File: src/rtl/qs_accel_sequencer.sv
// qs_accel_sequencer: control-side initiator for the quicksort pipeline
// accelerator. Walks a run of words in local memory, streams each word onto
// the accelerator (ldMax for the first, compareMax for the rest), waits out
// the adder pipeline, issues getMax and captures minOut as the run result.
//
// Ports
//   clk, rst           sole clock (rising edge), async active-high reset
//   start, base, len   run request; base/len sampled with start in IDLE
//   busy, done, result run status; result holds until the next done
//   mem_rd, mem_addr   buffer read strobe/address; mem_rdata valid 1 cycle later
//   ldMax, compareMax, getMax, dataIn   accelerator control/data
//   minOut             accelerator result, valid ACC_LAT cycles after getMax
//   abort              (only with QS_SEQ_ABORT_EN) drops any run back to IDLE
//
// Build option: define QS_SEQ_ABORT_EN to add the abort input.
module qs_accel_sequencer #(
  parameter int unsigned ADDR_W  = 4,
  parameter int unsigned ACC_LAT = 4
) (
  input  logic              clk,
  input  logic              rst,
  input  logic              start,
  input  logic [ADDR_W-1:0] base,
  input  logic [ADDR_W:0]   len,
`ifdef QS_SEQ_ABORT_EN
  input  logic              abort,
`endif
  output logic              busy,
  output logic              done,
  output logic [31:0]       result,
  output logic              mem_rd,
  output logic [ADDR_W-1:0] mem_addr,
  input  logic [31:0]       mem_rdata,
  output logic              ldMax,
  output logic              compareMax,
  output logic              getMax,
  output logic [31:0]       dataIn,
  input  logic [31:0]       minOut
);

  localparam int unsigned REM_W = ADDR_W + 1;
  localparam int unsigned CNT_W = 4;
  localparam logic [CNT_W-1:0] LAT_M1 = CNT_W'(ACC_LAT - 1);

  typedef enum logic [2:0] {
    S_IDLE, S_FETCH, S_ISSUE, S_DRAIN, S_GET, S_CAPTURE, S_DONE
  } state_t;

  state_t             state;
  logic [ADDR_W-1:0]  ptr;
  logic [REM_W-1:0]   remain;
  logic               first;
  logic [CNT_W-1:0]   cnt;
  logic               abort_req;

  // Abort only has meaning while a run is in flight.
`ifdef QS_SEQ_ABORT_EN
  assign abort_req = abort && (state != S_IDLE);
`else
  assign abort_req = 1'b0;
`endif

  // Sequencer FSM; all outputs are registered. Read strobes are raised on the
  // transition into FETCH so the read data lands while the FSM sits in ISSUE.
  always_ff @(posedge clk or posedge rst) begin
    if (rst) begin
      state      <= S_IDLE;
      ptr        <= '0;
      remain     <= '0;
      first      <= 1'b0;
      cnt        <= '0;
      busy       <= 1'b0;
      done       <= 1'b0;
      result     <= '0;
      mem_rd     <= 1'b0;
      mem_addr   <= '0;
      ldMax      <= 1'b0;
      compareMax <= 1'b0;
      getMax     <= 1'b0;
      dataIn     <= '0;
    end else begin
      // Single-cycle pulses default low every cycle.
      done       <= 1'b0;
      mem_rd     <= 1'b0;
      ldMax      <= 1'b0;
      compareMax <= 1'b0;
      getMax     <= 1'b0;

      if (abort_req) begin
        state <= S_IDLE;
        busy  <= 1'b0;
      end else begin
        case (state)
          S_IDLE: begin
            if (start) begin
              busy <= 1'b1;
              if (len == '0) begin
                result <= '0;
                state  <= S_DONE;
              end else begin
                ptr      <= base;
                remain   <= len;
                first    <= 1'b1;
                mem_rd   <= 1'b1;
                mem_addr <= base;
                state    <= S_FETCH;
              end
            end
          end

          S_FETCH: begin
            state <= S_ISSUE;
          end

          // Present the word and exactly one strobe; pointer wraps naturally.
          S_ISSUE: begin
            dataIn     <= mem_rdata;
            ldMax      <= first;
            compareMax <= !first;
            first      <= 1'b0;
            ptr        <= ptr + ADDR_W'(1);
            remain     <= remain - REM_W'(1);
            if (remain == REM_W'(1)) begin
              cnt   <= LAT_M1;
              state <= S_DRAIN;
            end else begin
              mem_rd   <= 1'b1;
              mem_addr <= ptr + ADDR_W'(1);
              state    <= S_FETCH;
            end
          end

          // Let the last compare flush through the adder pipeline.
          S_DRAIN: begin
            if (cnt == '0) begin
              state <= S_GET;
            end else begin
              cnt <= cnt - CNT_W'(1);
            end
          end

          S_GET: begin
            getMax <= 1'b1;
            cnt    <= LAT_M1;
            state  <= S_CAPTURE;
          end

          S_CAPTURE: begin
            if (cnt == '0) begin
              result <= minOut;
              state  <= S_DONE;
            end else begin
              cnt <= cnt - CNT_W'(1);
            end
          end

          S_DONE: begin
            done  <= 1'b1;
            busy  <= 1'b0;
            state <= S_IDLE;
          end

          default: begin
            state <= S_IDLE;
          end
        endcase
      end
    end
  end

endmodule

File: config.mk
export PLATFORM = sky130hd
export DESIGN_NAME = qs_accel_sequencer
export DESIGN_NICKNAME = d
export VERILOG_FILES = /design/src/rtl/qs_accel_sequencer.sv
export SDC_FILE = /design/constraint.sdc
export NUM_CORES = 1
export LEC_CHECK = 0
export ABC_CLOCK_PERIOD_IN_PS = 4100
export CORE_MARGIN = 3
export CORE_UTILIZATION = 39
export DETAILED_ROUTE_END_ITERATION = 12
export GPL_TIMING_DRIVEN = 0
export PLACE_DENSITY = 0.7
export RECOVER_POWER = 50
export SETUP_SLACK_MARGIN = 0.4
export SYNTH_ARGS = -nofsm -noshare
export SYNTH_HDL_FRONTEND = slang
export SYNTH_SLANG_ARGS = --single-unit
File: constraint.sdc
create_clock -name clk -period 4.1 [get_ports clk]
set_clock_uncertainty 0.2 [all_clocks]
set_input_delay 0.41 -clock clk [delete_from_list [all_inputs] [get_ports clk]]
set_output_delay 0.41 -clock clk [all_outputs]
set_load 0.05 [all_outputs]
Word-level counts from Yosys, hierarchy flattened
Cells that the tools add are included.
{"block": "op_classes", "add_sub_neg": 3, "n_eq_ne": 15, "muxes": 34, "n_reduce_logical": 15}
{"cell": "32-bit 2-to-1 mux", "n": 3}
{"cell": "32-bit one-hot mux with 2 select lines", "n": 1}
{"cell": "4-bit 2-to-1 mux", "n": 5}
{"cell": "3-bit one-hot mux with 6 select lines", "n": 1}
{"cell": "2-bit != test, second input constant", "n": 8}
{"cell": "4-bit one-hot mux with 2 select lines", "n": 2}
{"cell": "3-bit 2-to-1 mux", "n": 4}
{"cell": "4-bit one-hot mux with 3 select lines", "n": 1}
{"cell": "1-bit 2-to-1 mux", "n": 10}
{"cell": "5-bit 2-to-1 mux", "n": 2}
{"cell": "5-bit one-hot mux with 2 select lines", "n": 1}
{"cell": "3-bit == test, second input constant", "n": 3}
{"cell": "3-bit AND reduction", "n": 3}
{"cell": "4-bit AND reduction", "n": 2}
{"cell": "3-bit by 2-bit == test with 1-bit output, second input constant", "n": 2}
{"cell": "1-bit one-hot mux with 2 select lines", "n": 3}
{"cell": "2-bit nonzero test", "n": 3}
{"cell": "5-bit by 1-bit == test with 1-bit output, second input constant", "n": 1}
{"cell": "5-bit zero test", "n": 1}
{"cell": "5-bit by 1-bit subtractor with 5-bit output, second input constant", "n": 1}
{"cell": "4-bit by 1-bit adder with 4-bit output, second input constant", "n": 1}
{"cell": "4-bit zero test", "n": 1}
{"cell": "4-bit by 1-bit subtractor with 4-bit output, second input constant", "n": 1}
{"cell": "3-bit by 1-bit == test with 1-bit output, second input constant", "n": 1}
{"cell": "6 further kinds", "n": 6}
{"block": "totals", "ff_bits": 91, "in_bits": 76, "output_inout_bits": 74, "word_cells": 81}

Depth between registers and ports, before layout
Gate-level depths: netlist of the first run.
{"block": "depth", "depth_word": 4, "depth_mapped": 7, "ltp_nobuf": 6}

Worst setup path after synthesis of the first run
Ideal clock, no wire load.
{"block": "synth_timing", "kind": "reg2reg", "startpoint": "register cnt[0]", "endpoint": "register state[0]", "t_arrival_ps": 1873, "required_ps": 3813, "path_slack_ps": 1940, "stages_incl_launch_ff": 7, "cell_sequence": "dfrtp_1 -> inv_1 -> ha_1 -> or3b_1 -> and2_4 -> or4_4 -> a211oi_2"}
{"block": "synth_between", "elab_chain_len": 3, "word_cells_on_any_way": 4, "cone_classes": "eq/ne: 2; reduce/logical: 2"}
{"element": "from (decl)", "line": "53", "text": "logic [CNT_W-1:0] cnt;"}
{"element": "from (signal assigned)", "line": "138", "text": "cnt <= cnt - CNT_W'(1);"}
{"element": "from (signal assigned)", "line": "153", "text": "cnt <= cnt - CNT_W'(1);"}
{"element": "4-bit zero test *", "line": "135, 149"}
{"element": "2-bit != test (no source line)"}
{"element": "3-bit AND reduction (no source line) *"}
{"element": "to (signal assigned)", "line": "136", "text": "state <= S_GET;"}
{"element": "to (signal assigned)", "line": "145", "text": "state <= S_CAPTURE;"}
{"element": "to (signal assigned)", "line": "151", "text": "state <= S_DONE;"}
{"element": "to (decl)", "line": "49", "text": "state_t state;"}
Mark *: on every way between the ends. The rest lies on a longest branch, timed or not.
A chain may end at the register's enable or synchronous reset.

Worst setup path in the final report of the first run
{"block": "layout_timing", "startpoint": "register state[2]", "endpoint": "register remain[4]"}
{"block": "layout_between", "elab_chain_len": 3, "word_cells_on_any_way": 7, "cone_classes": "eq/ne: 3; mux: 1; reduce/logical: 3"}
{"element": "from (signal assigned)", "line": "67", "text": "state <= S_IDLE;"}
{"element": "from (signal assigned)", "line": "90", "text": "state <= S_IDLE;"}
{"element": "from (signal assigned)", "line": "99", "text": "state <= S_DONE;"}
{"element": "3-bit by 2-bit == test with 1-bit output or 3-bit zero test (tied branches)", "line": "93", "text": "case (state)"}
{"element": "2-bit nonzero test (no source line) or 2-bit != test (tied branches)"}
{"element": "3-bit AND reduction (no source line)"}
{"element": "to (signal assigned)", "line": "102", "text": "remain <= len;"}
{"element": "to (signal assigned)", "line": "122", "text": "remain <= remain - REM_W'(1);"}
{"element": "to (decl)", "line": "51", "text": "logic [REM_W-1:0] remain;"}
Parallel ways exist; a longest one is shown, timed or not.

==> impl_metrics.ini, run 1 <==
[final_layout]
final_common_cell = nand2_1
syn_to_final_growth_pct = 46.1
fin_util_pct = 59.8
drive_gt1_share_pct = 6.46
instances_no_fill = 721
mostFrequentLayoutCells = nand2_1, clkdlybuf4s50_1, dfrtp_1
diodes = 0
postLayoutCellArea_um2 = 5980
nNetsFinal = 665

[global_routing]
antenna_found_initial = 0
grt_usage_pct = 17.9
grt_pass1_vias = 3557
grt_pass1_wl_mm = 16.8
grt_max_degree = 61
grt_overflow_total = 0

[route]
initialDrtViolationCount = 124
wl_per_cell_um = 14.1
ant_nets = 0
via_count = 3427
dr.pass1.iters = 4
routed_wirelength_mm = 10.1
vias_per_cell = 4.75
post-route-drc-count = 0

[synth]
synthDistinctLibCells = 47
yosys_warnings = 0
synthArstFlopShare_pct = 100
synth_top_area_cell = dfrtp_1
ys_seq_area_share_pct = 55.6
ys_ff_latch = 91
synthFlopType = dfrtp_1
synth_top_area_share_pct = 55.6
syn-cell-area_um2 = 4090
synth_edf_count = 0
synth_fp_nets = 504
synthTopCellsByArea = dfrtp_1, nand2_1, mux2i_1, inv_1, ha_1
synthCells = 422
synth.avg_cell_area_um2 = 9.70

[cts]
clkSinkCount = 91
cts_buffer_depth = 2
post-cts-setup-buffer-count = 0
cts_hold_buffers = 0
cts_buffers = 9
htree_levels = 3
cts_tree = done
clk_pin_slew_worst_paths_ns = 0.09
cts_resized = 0
cts_root_buf = clkbuf_8
clk_latency_ns = 0.35

[placed_design]
io_buffers = 149
hpwl_mm = 7.60
gp_congestion = 0.784
placement.cell_area_um2 = 5780
dp.cells = 705

[sta]
period_share_pct = 69.1
hold_viol = 0
max_slew_margin_pct = 0.290
rsz0062_at_grt = false
fin_crit_ns = 2.83
setup_violations = 0
drv_slew = 0
fmax_mhz = 353
worst_pin_slew_ns = 1.49

[floorplan]
dieWidth_um = 108
design.portCount = 150
fp.dieArea_um2 = 11800
rows = 36
initial_core_util_pct = 40.9
die_h_um = 108
core_area_um2 = 10000

[run]
cap_violations = 1

[setup_path]
r2r_cells = 6
crit_required_ns = 4.12
end_kind = flop
r2r_start = state[2]
crit_type = flop to flop
cp_max_fo = 10
crit_path_start_kind = flop
ff2ff_setup_slack_ns = 1.27
r2r_end = remain[4]
cp_data_arrival_time_ns = 2.85

[power]
ir_drop_mv = 0.491
power_frac_clock_pct = 12.5
p_seq_share_pct = 29.8
p_comb_share_pct = 57.7
power.density_nw_per_um2 = 885
p_leak_nw = 2.72
p_int_mw = 2.69
switchingPower_mw = 2.60
swShare_pct = 49.2

[hold_path]
hold_path.class = flop to flop
hold_start = first
hold_path_end = compareMax
worstHoldPathCells = 1

[status]
violations = capacitance limit
outcome = complete, but fails checks
## cells in the mapped netlist (2+ instances only)
cell and count:
o21bai_1 2, nor3b_1 2, mux2_2 6, nand3_1 6
ha_1 6, inv_1 41, o31ai_1 2, buf_4 4
dfrtp_1 91, a21oi_1 8, a221oi_1 3, buf_2 4
o21ai_0 7, xor2_1 3, clkbuf_1 14, or3_1 2
o22ai_1 3, nor4b_1 2, mux2i_1 32, nor3_1 2
and3_1 2, nand2_1 142, o21a_1 2, a31oi_1 2
nand2b_1 2, nor4_1 2, nor2_1 9, xnor2_1 2
## power by group through the flow
stage          sequential (mW)  combinational, mW  clock (mW)
2_1_floorplan             2.80              0.869           0
3_3_place_gp              1.58               3.09           0
3_5_place_dp              1.60               3.14           0
4_1_cts                   1.59               3.15       0.678
5_1_grt                   1.63               3.30       0.727
6_report                  1.58               3.06       0.660
## registers in the layout, indices dropped and copies added, names as in the netlist
name and flops:
mem_addr 4, busy 1, state 3, first 1, compareMax 1, result 32, done 1, mem_rd 1
cnt 4, getMax 1, remain 5, dataIn 32, ldMax 1, ptr 4
## worst max path at each step
stage / cells past startpoint / start / endpoint / slack, ns
4_1_cts: 7 / cnt[0] / result[13] / 1.71
3_5_place_dp: 7 / len[0] / result[26] / 1.47
5_1_grt: 6 / state[2] / remain[4] / 0.96
2_1_floorplan: 1 / rst / busy / 1.13
6_report: 6 / state[2] / remain[4] / 1.27
3_3_place_gp: 2 / rst / mem_addr[0] / -0.34
## routing by layer
metal  wire length, um  GRT usage [%]  up-vias
met5                 0              0        -
met1              4360           22.9     1604
li1                  -              -     1688
met3              1030           6.93       11
met4               110           4.60        0
met2              4630           28.5      124
## logic make-up after synthesis
logic type,share of synthesized area [%]
AND/OR/NAND/NOR,19.8
flip-flops,55.6
buffers and inverters,6.27
multiplexers,9.47
AO/OA/AOI/OAI,5.96
adder cells (fa/ha/maj),1.83
XOR/XNOR,1.07
## metrics by stage
step	TNS [ns]	power (mW)	hold slack, ns	setup WS, ns
after global routing	0	5.66	0.292	0.957
after floorplan	0	3.67	0.217	1.13
after global placement	-30.92	4.67	0.249	-0.344
final	0	5.29	0.260	1.27
after detailed placement	0	4.74	0.249	1.47
after CTS	0	5.42	0.200	1.71
## worst max-delay path: stages, from the launching register on
cell      delay, ns
dfrtp_1        0.44
clkbuf_1       0.25
nor4b_1        0.90
o31ai_1        0.30
buf_2          0.27
a221oi_1       0.27
a21oi_1        0.07
## area by class of cell
type	instances	area, um^2
fillers	888	4020
flip-flops and latches	91	2280
multi-input cells	268	1540
repair buffers	150	1520
well taps	133	166
inverters	41	155
clock buffers	10	128
plain buffers	22	103
clock inverters	6	90.1
Note: power is estimated with default switching activity, not from simulation.
==> inputs of run 2 (changes only) <==
--- a/config.mk
+++ b/config.mk
@@ -5,7 +5,7 @@
 export SDC_FILE = /design/constraint.sdc
 export NUM_CORES = 1
 export LEC_CHECK = 0
-export ABC_CLOCK_PERIOD_IN_PS = 4100
+export ABC_CLOCK_PERIOD_IN_PS = 2900
 export CORE_MARGIN = 3
 export CORE_UTILIZATION = 39
 export DETAILED_ROUTE_END_ITERATION = 12
==> constraint.sdc (replaced) <==
create_clock -name clk -period 2.9 [get_ports clk]
set_clock_uncertainty 0.2 [all_clocks]
set_input_delay 0.29 -clock clk [delete_from_list [all_inputs] [get_ports clk]]
set_output_delay 0.29 -clock clk [all_outputs]
set_load 0.05 [all_outputs]
==> run 2 against run 1 <==
  * The run now ends clean
  * Via count fell by 0.32%
  * Sequential share of layout area rose by 0.072 points
  * Global-route usage fell by 0.41 points
  * Total power rose by 40%
  * Largest cell class unchanged
  * First-iteration DRC count rose by 31%
  * Hold slack got worse by 0.016 ns
  * Final cell count rose by 0.14%
==> impl_metrics.ini, run 2 (synthesis gave the netlist of run 1 again) <==
[sta]
rsz0062_at_grt = false
fin_crit_ns = 2.31
drv_slew = 0
setup_tns_ns = 0
setup_violations = 0
fin_ws_ns = 0.592
worst_pin_slew_ns = 0.962
period_share_pct = 79.6
hold_viol = 0
fmax_mhz = 433
max_slew_margin_pct = 35.5

[status]
outcome = finished clean

[final_layout]
diodes = 0
nNetsFinal = 666
final_common_cell = nand2_1
syn_to_final_growth_pct = 45.8
fillers = 872
drive_gt1_share_pct = 7.30
final-seq-area_um2 = 2280
instances_no_fill = 722
multi_input_area_um2 = 1570
top_regs = dataIn x32, result x32, remain x5
postLayoutCellArea_um2 = 5970
mostFrequentLayoutCells = nand2_1, clkdlybuf4s50_1, dfrtp_1

[hold_path]
hold_path.class = input pin to flop

[global_routing]
grt_usage_pct = 17.5
grt_overflow_total = 0
busiest_layer = met2
grt_use_met3_pct = 6.87
grt_pass1_wl_mm = 16.3
grt_pass1_vias = 3474
grt.met1_usage_pct = 22.0
antenna_found_initial = 0
grtUsageMet2_pct = 27.4
grt_max_degree = 39

[cts]
cts_buffer_depth = 2
clk_latency_ns = 0.36
cts_tree = done
cts_root_buf = clkbuf_8
clkSinkCount = 91
htree_levels = 3
cts_buffers = 9
post-cts-setup-buffer-count = 0
clk_pin_slew_worst_paths_ns = 0.09

[placed_design]
gp_congestion = 0.788
hpwl_mm = 7.62
dp.cells = 706
io_buffers = 149
placement.cell_area_um2 = 5800
dpl_worst_slack_ns = 0.382

[route]
post-route-drc-count = 0
initialDrtViolationCount = 162
ant_nets = 0
dr.pass1.iters = 4
via_count = 3416
wl_per_cell_um = 13.9
vias_per_cell = 4.73
routed_wirelength_mm = 10.0

[floorplan]
core_area_um2 = 10000
dieWidth_um = 108
fp.dieArea_um2 = 11800
die_h_um = 108
rows = 36
design.portCount = 150
initial_core_util_pct = 40.9

[setup_path]
cp_max_fo = 5
crit_required_ns = 2.98
end_kind = flop
critical-path-max-stage-delay_ns = 0.53
cp_data_arrival_time_ns = 2.39
crit_slowest_cell = or4_4
crit_path_start_kind = flop
path_cells = inv_1 > ha_1 > or3b_1 > and2_4 > or4_4 > a211oi_2
crit_type = flop to flop

[power]
p_int_mw = 3.73
swShare_pct = 49.7
switchingPower_mw = 3.68
p_leak_nw = 2.71
power_frac_clock_pct = 11.8
power.density_nw_per_um2 = 1240
p_seq_share_pct = 30.1
p_comb_share_pct = 58.2
finalPower_mw = 7.42
ir_drop_mv = 0.714

[run]
cap_violations = 0
-- run 2: cell type report --
cell class / instances / area share [%]
clock inverters: 6 / 1.07
inverters: 41 / 2.60
plain buffers: 22 / 1.72
repair buffers: 151 / 25.2
multi-input cells: 268 / 26.2
flip-flops and latches: 91 / 38.1
well taps: 133 / 2.79
clock buffers: 10 / 2.31
-- run 2: metrics by stage --
stage	hold WS, ns	util (%)
floorplan	0.195	-
global placement	0.242	57.6
detailed placement	0.262	58.0
CTS	0.122	60.0
global route	0.234	59.7
finish	0.244	59.7
-- run 2: power groups by stage --
| stage | clock [mW] | sequential [mW] | combinational (mW) |
|---|---|---|---|
| 2_1_floorplan | 0 | 3.96 | 1.23 |
| 3_3_place_gp | 0 | 2.23 | 4.36 |
| 3_5_place_dp | 0 | 2.27 | 4.44 |
| 4_1_cts | 0.909 | 2.25 | 4.45 |
| 5_1_grt | 0.967 | 2.31 | 4.63 |
| 6_report | 0.872 | 2.23 | 4.31 |
-- run 2: worst paths after layout --
path	start	to	slack (ns)	depth (start not counted)
max	cnt[0]	state[0]	0.59	6
min	mem_rdata[4]	dataIn[4]	0.24	3
max reg2reg	cnt[0]	state[0]	0.59	6
min reg2reg	first	compareMax	0.27	1
max in group asynchronous	rst	dataIn[10]	0.76	3
min in group asynchronous	rst	result[13]	0.34	2
-- run 2: worst max-delay path, delay by kind of cell, from the launching register on --
family	cells	cell delay [ns]
AND/OR/NAND/NOR	3	1.12
flip-flops	1	0.41
AO/OA/AOI/OAI	1	0.23
adder cells (fa/ha/maj)	1	0.20
buffers and inverters	1	0.07
-- run 2: metal layers --
metal,part of all wire [%],routed length [um]
met3,11,1060
met4,1.4,141
met2,45,4520
met5,0,0
met1,43,4320
-- run 2: timing repair --
item / CTS / global route
hold buffers: 0 / 0
gates resized for setup: 0 / 1
endpoints found under the setup margin: 0 / 30
==> inputs of run 3 (changes only) <==
--- a/config.mk
+++ b/config.mk
@@ -5,7 +5,7 @@
 export SDC_FILE = /design/constraint.sdc
 export NUM_CORES = 1
 export LEC_CHECK = 0
-export ABC_CLOCK_PERIOD_IN_PS = 2900
+export ABC_CLOCK_PERIOD_IN_PS = 2300
 export CORE_MARGIN = 3
 export CORE_UTILIZATION = 39
 export DETAILED_ROUTE_END_ITERATION = 12
==> constraint.sdc (replaced) <==
create_clock -name clk -period 2.3 [get_ports clk]
set_clock_uncertainty 0.2 [all_clocks]
set_input_delay 0.23 -clock clk [delete_from_list [all_inputs] [get_ports clk]]
set_output_delay 0.23 -clock clk [all_outputs]
set_load 0.05 [all_outputs]
==> run 3 against run 2 <==
  * Clock power increased by 51%
  * First-iteration DRC count decreased by 32%
  * Hold slack got worse by 0.22 ns
  * Register-to-register slack got worse by 0.47 ns
  * Worst setup slack got worse by 0.47 ns
  * Die area unchanged
  * Via count increased by 6.6%
  * Sequential power increased by 27%
  * Wire length increased by 18%
  * Combinational power increased by 36%
  * Fmax increased by 6.0%
  * Final cell count increased by 6.2%
==> impl_metrics.ini, run 3 (synthesis gave the netlist of run 1 again) <==
[status]
outcome = finished clean

[sta]
period_share_pct = 94.7
drv_slew = 0
fmax_mhz = 459
max_slew_margin_pct = 25.9
fin_crit_ns = 2.18
hold-worst-slack_ns = 0.0275
setup_violations = 0
hold_viol = 0
worst_pin_slew_ns = 1.11
rsz0062_at_grt = true

[setup_path]
cp_data_arrival_time_ns = 2.25
cp_max_fo = 4
crit_slowest_cell = or4_4
crit_type = flop to flop
end_kind = flop
path_cells = clkbuf_1 > buf_4 > nand3b_1 > nor2_1 > or4_4 > a211oi_2
crit_path_start_kind = flop
crit_required_ns = 2.37
cp_top_family = simple AND/OR/NAND/NOR gates
critical-path-max-stage-delay_ns = 0.46
path_buf_inv = 2
ff2ff_setup_slack_ns = 0.12
r2r_cells = 6
crit_cells = 6

[final_layout]
mostFrequentLayoutCells = nand2_1, dfrtp_1, dlygate4sd2_1
top_regs = dataIn x32, result x32, remain x5
final-seq-area_um2 = 2280
fillers = 786
syn_to_final_growth_pct = 64.0
diodes = 0
nNetsFinal = 712
final_common_cell = nand2_1
drive_gt1_share_pct = 19.6
multi_input_area_um2 = 1770

[route]
vias_per_cell = 4.75
post-route-drc-count = 0
ant_nets = 0
dr.pass1.iters = 4
wl_per_cell_um = 15.5
initialDrtViolationCount = 110
routed_wirelength_mm = 11.9
via_count = 3643

[power]
power_frac_clock_pct = 13.2
p_int_mw = 5.10
p_leak_nw = 3.28
switchingPower_mw = 4.94
p_comb_share_pct = 58.5
ir_drop_mv = 0.844
power.density_nw_per_um2 = 1500
swShare_pct = 49.2
finalPower_mw = 10.0
p_seq_share_pct = 28.3

[placed_design]
gp_congestion = 0.803
io_buffers = 149
hpwl_mm = 7.76

[global_routing]
grt_pass1_vias = 3783
antenna_found_initial = 0
grt_overflow_total = 0
grt_max_degree = 39
grt_usage_pct = 19.4
grt_pass1_wl_mm = 18.2

[floorplan]
rows = 36
dieWidth_um = 108
initial_core_util_pct = 40.9
fp.dieArea_um2 = 11800
die_h_um = 108
core_area_um2 = 10000
design.portCount = 150

[cts]
clkSinkCount = 91
cts_root_buf = clkbuf_8
clk_pin_slew_worst_paths_ns = 0.09
cts_buffer_depth = 2
htree_levels = 3
cts_tree = done
cts_hold_buffers = 0
clk_latency_ns = 0.35
cts_buffers = 9

[run]
cap_violations = 0

[hold_path]
worstHoldPathCells = 3
hold_path.class = input pin to flop
## run 3: path summary, 6_finish.rpt
check / from / to
setup / recovery: state[2] / state[0]
hold / removal: len[0] / remain[0]
setup reg to reg: state[2] / state[0]
hold reg to reg: dataIn[16] / dataIn[16]
max in group asynchronous: rst / getMax
min in group asynchronous: rst / dataIn[21]
## run 3: layer usage
metal | GRT usage, % | share of wire (%)
met5 | 0 | 0
met4 | 5.23 | 1.6
met3 | 5.55 | 8.6
met2 | 33.2 | 50
met1 | 23.9 | 40
## run 3: final cells by class
class | instances | area share, %
multi-input combinational | 268 | 26.4
inverter | 41 | 2.31
sequential | 91 | 33.9
buffer | 22 | 3.04
tap | 133 | 2.48
timing repair buffer | 197 | 28.1
clock buffer | 11 | 2.26
clock inverter | 4 | 1.45
## run 3: power groups by stage
stage / Clock [mW] / Sequential [mW] / Combinational (mW)
3_3_place_gp: 0 / 2.82 / 5.53
6_report: 1.32 / 2.84 / 5.88
3_5_place_dp: 0 / 2.85 / 5.65
2_1_floorplan: 0 / 5.00 / 1.58
5_1_grt: 1.44 / 2.94 / 6.28
4_1_cts: 1.35 / 2.82 / 5.60
## run 3: stage by stage
step | area (um^2) | worst slack (ns) | std cells | util (%) | setup TNS, ns
3_3_place_gp | 5780 | -0.196 | 704 | 57.8 | -20.79
2_1_floorplan | 4120 | 0.184 | 422 | - | 0
6_report | 6710 | 0.122 | 767 | 67.1 | 0
3_5_place_dp | 5820 | -0.224 | 706 | 58.2 | -5.83
5_1_grt | 6710 | 0.0196 | 767 | 67.1 | 0
4_1_cts | 6290 | 0.132 | 745 | 62.9 | 0
## run 3: repair_timing
action,4_1_cts,5_1_grt
gates resized for setup,106,69
endpoints found under the hold margin,0,0
pin swaps,4,10
endpoints found under the setup margin,162,80
gates cloned,0,3
setup buffers,24,19
## run 3: worst register-to-register path: stages (launching register included)
cell and delay, ns:
dfrtp_1 0.42, clkbuf_1 0.29, buf_4 0.19, nand3b_1 0.25, nor2_1 0.08, or4_4 0.46
a211oi_2 0.20
==> variant: new RTL, config.mk and constraints of run 2 <==
Encoding of `state_t`: now Gray code (3 bits for 7 states).
--- a/src/rtl/qs_accel_sequencer.sv
+++ b/src/rtl/qs_accel_sequencer.sv
@@ -45,3 +45,3 @@
   typedef enum logic [2:0] {
-    S_IDLE, S_FETCH, S_ISSUE, S_DRAIN, S_GET, S_CAPTURE, S_DONE
+    S_IDLE = 3'b000, S_FETCH = 3'b001, S_ISSUE = 3'b011, S_DRAIN = 3'b010, S_GET = 3'b110, S_CAPTURE = 3'b111, S_DONE = 3'b101
   } state_t;
Formal check against the unedited RTL: no difference found for any inputs over 10 cycles, from zero or initial values and one cycle with rst high; not proved beyond that.
==> variant against run 2 <==
Critical path depth decreased by 1; sequential cell count unchanged; synthesized cell count decreased by 3.1%; largest power group unchanged; final area decreased by 1.3%; final cell count decreased by 1.8%; area after synthesis decreased by 2.3%; via count decreased by 3.0%; routed wire length decreased by 2.5%; total power decreased by 2.8%; setup slack got worse by 0.044 ns; maximum frequency decreased by 1.9%.
==> variant: results (changes against run 2) <==
- Status: completed
- Worst VDD drop: 0.798 mV (+12%)
- Top Registers: dataIn x32, result x32, remain x5
- Synth cell count leaders: 143 x nand2_1, 91 x dfrtp_1, 40 x inv_1
- Post-synth top flop: dfrtp_1
- Layout cells sized above 1: 5.73% (-1.6 points)
- Vias per inst: 4.67 (-1.3%)
- Cell Area, Placed: 5700 µm² (-1.6%)
- CTS Buf Count: 9 (unchanged)
- Detail Placement HPWL: 7350 µm (-3.5%)
- Hold depth: 1 (-2)
- Number of global-route vias before repair: 3478 (+0.12%)
- Largest cells by area after synthesis: dfrtp_1 57%, nand2_1 13%, mux2i_1 8.0%
- Sequential-to-total area share from yosys stat: 56.9% (+1.3 points)
- GRT Util Overall: 17.8% (+0.31 points)
- Initial antenna violation count: 0 (unchanged)
- IO buf count: 149 (unchanged)
- Clock Latency Late Sink: 0.37 ns
- R2R depth: 5 (-1)
- Largest net degree at the start of global routing: 37 (-5.1%)
- Setup TNS: 0 ns (unchanged)
- Synth warn: 0 (unchanged)
- CP max stage cell: nor4b_2
- First-pass GRT wire length: 16400 µm (+0.17%)
- CP peak stage delay: 0.71 ns (+0.18 ns)
- Tightest Pin Transition: 1.26 ns (+0.298 ns)
- RePlAce Congestion: 0.739 (-6.2%)
- CTS resizes: 0 (unchanged)
- Syn nets: 489 (-3.0%)
- Reg2Reg Setup Slack: 0.55 ns (-0.04 ns)
- Hold Crit Class: flip-flop to flip-flop
- Clock Tree Root: clkbuf_8
- H-tree levels: 3 (unchanged)
- FF-to-FF Start: state[1]
- Synth unique cells: 42 (-11%)
- First-iteration detailed-routing DRC count: 142 (-12%)
- Hold_sp: first
- Routed wire length per instance: 13.8 µm (-0.74%)
- Static leakage: 2.91 nW (+7.4%)
- R2R Path End: result[13]
- Nets: 651 (-2.3%)
- Crit-path max FO: 10 (+5)
- Final Slew Violations: 0 (unchanged)
- Longest Clk Path Bufs: 2 (unchanged)
- WHS Endpoint: compareMax
[variant: cell types whose count changed after synthesis, moves of 3 or more]
cell | before | now
buf_1 | 0 | 3
mux2_2 | 6 | 0
mux2_4 | 0 | 4
o21ai_0 | 7 | 10
[variant: worst max path at each step]
stage / from / to / slack [ns] / cells after the start
finish: state[1] / result[13] / 0.55 / 5
global route: state[1] / result[5] / 0.34 / 5
CTS: cnt[0] / result[13] / 0.67 / 6
detailed placement: len[1] / mem_addr[2] / 0.41 / 5
global placement: rst / dataIn[15] / 0.31 / 2
floorplan: cnt[0] / result[0] / 1.03 / 6
[variant: cell type report]
class | instances | area [µm²]
inverters | 40 | 151
plain buffers | 20 | 86.3
repair buffers | 151 | 1520
clock inverters | 6 | 88.8
clock buffers | 10 | 138
multi-input cells | 258 | 1470
fillers | 859 | 3970
flip-flops and latches | 91 | 2280
well taps | 133 | 166
[variant: cell families (layout without fill, tap and decap cells)]
group | Yosys count | count (layout) | share of synthesized area, %
AO/OA/AOI/OAI | 35 | 35 | 6.22
multiplexers | 37 | 37 | 9.79
AND/OR/NAND/NOR | 178 | 178 | 19.0
adder cells (fa/ha/maj) | 4 | 4 | 1.25
flip-flops | 91 | 91 | 56.9
XOR/XNOR | 4 | 4 | 0.876
buffers and inverters | 60 | 227 | 5.97
[variant: per-layer routing]
metal | vias up | track usage, % | share of wire [%]
li1 | 1635 | - | -
met1 | 1547 | 22.0 | 43
met2 | 119 | 28.1 | 45
met3 | 11 | 6.30 | 10
met4 | 0 | 7.49 | 1.5
met5 | - | 0 | 0
[variant: power by group]
group | switching (mW) | total [mW] | internal, mW
logic | 2.70 | 4.07 | 1.37
registers | 0.326 | 2.17 | 1.84
clock network | 0.457 | 0.966 | 0.509
total | 3.48 | 7.21 | 3.72
[variant: through the flow]
stage / hold WS [ns] / total power [mW] / instances / setup slack [ns]
after global routing: 0.238 / 7.67 / 709 / 0.339
after floorplan: 0.195 / 4.96 / 409 / 1.03
after global placement: 0.220 / 6.27 / 691 / 0.309
final: 0.230 / 7.21 / 709 / 0.548
after CTS: 0.170 / 7.35 / 709 / 0.673
after detailed placement: 0.227 / 6.37 / 693 / 0.411
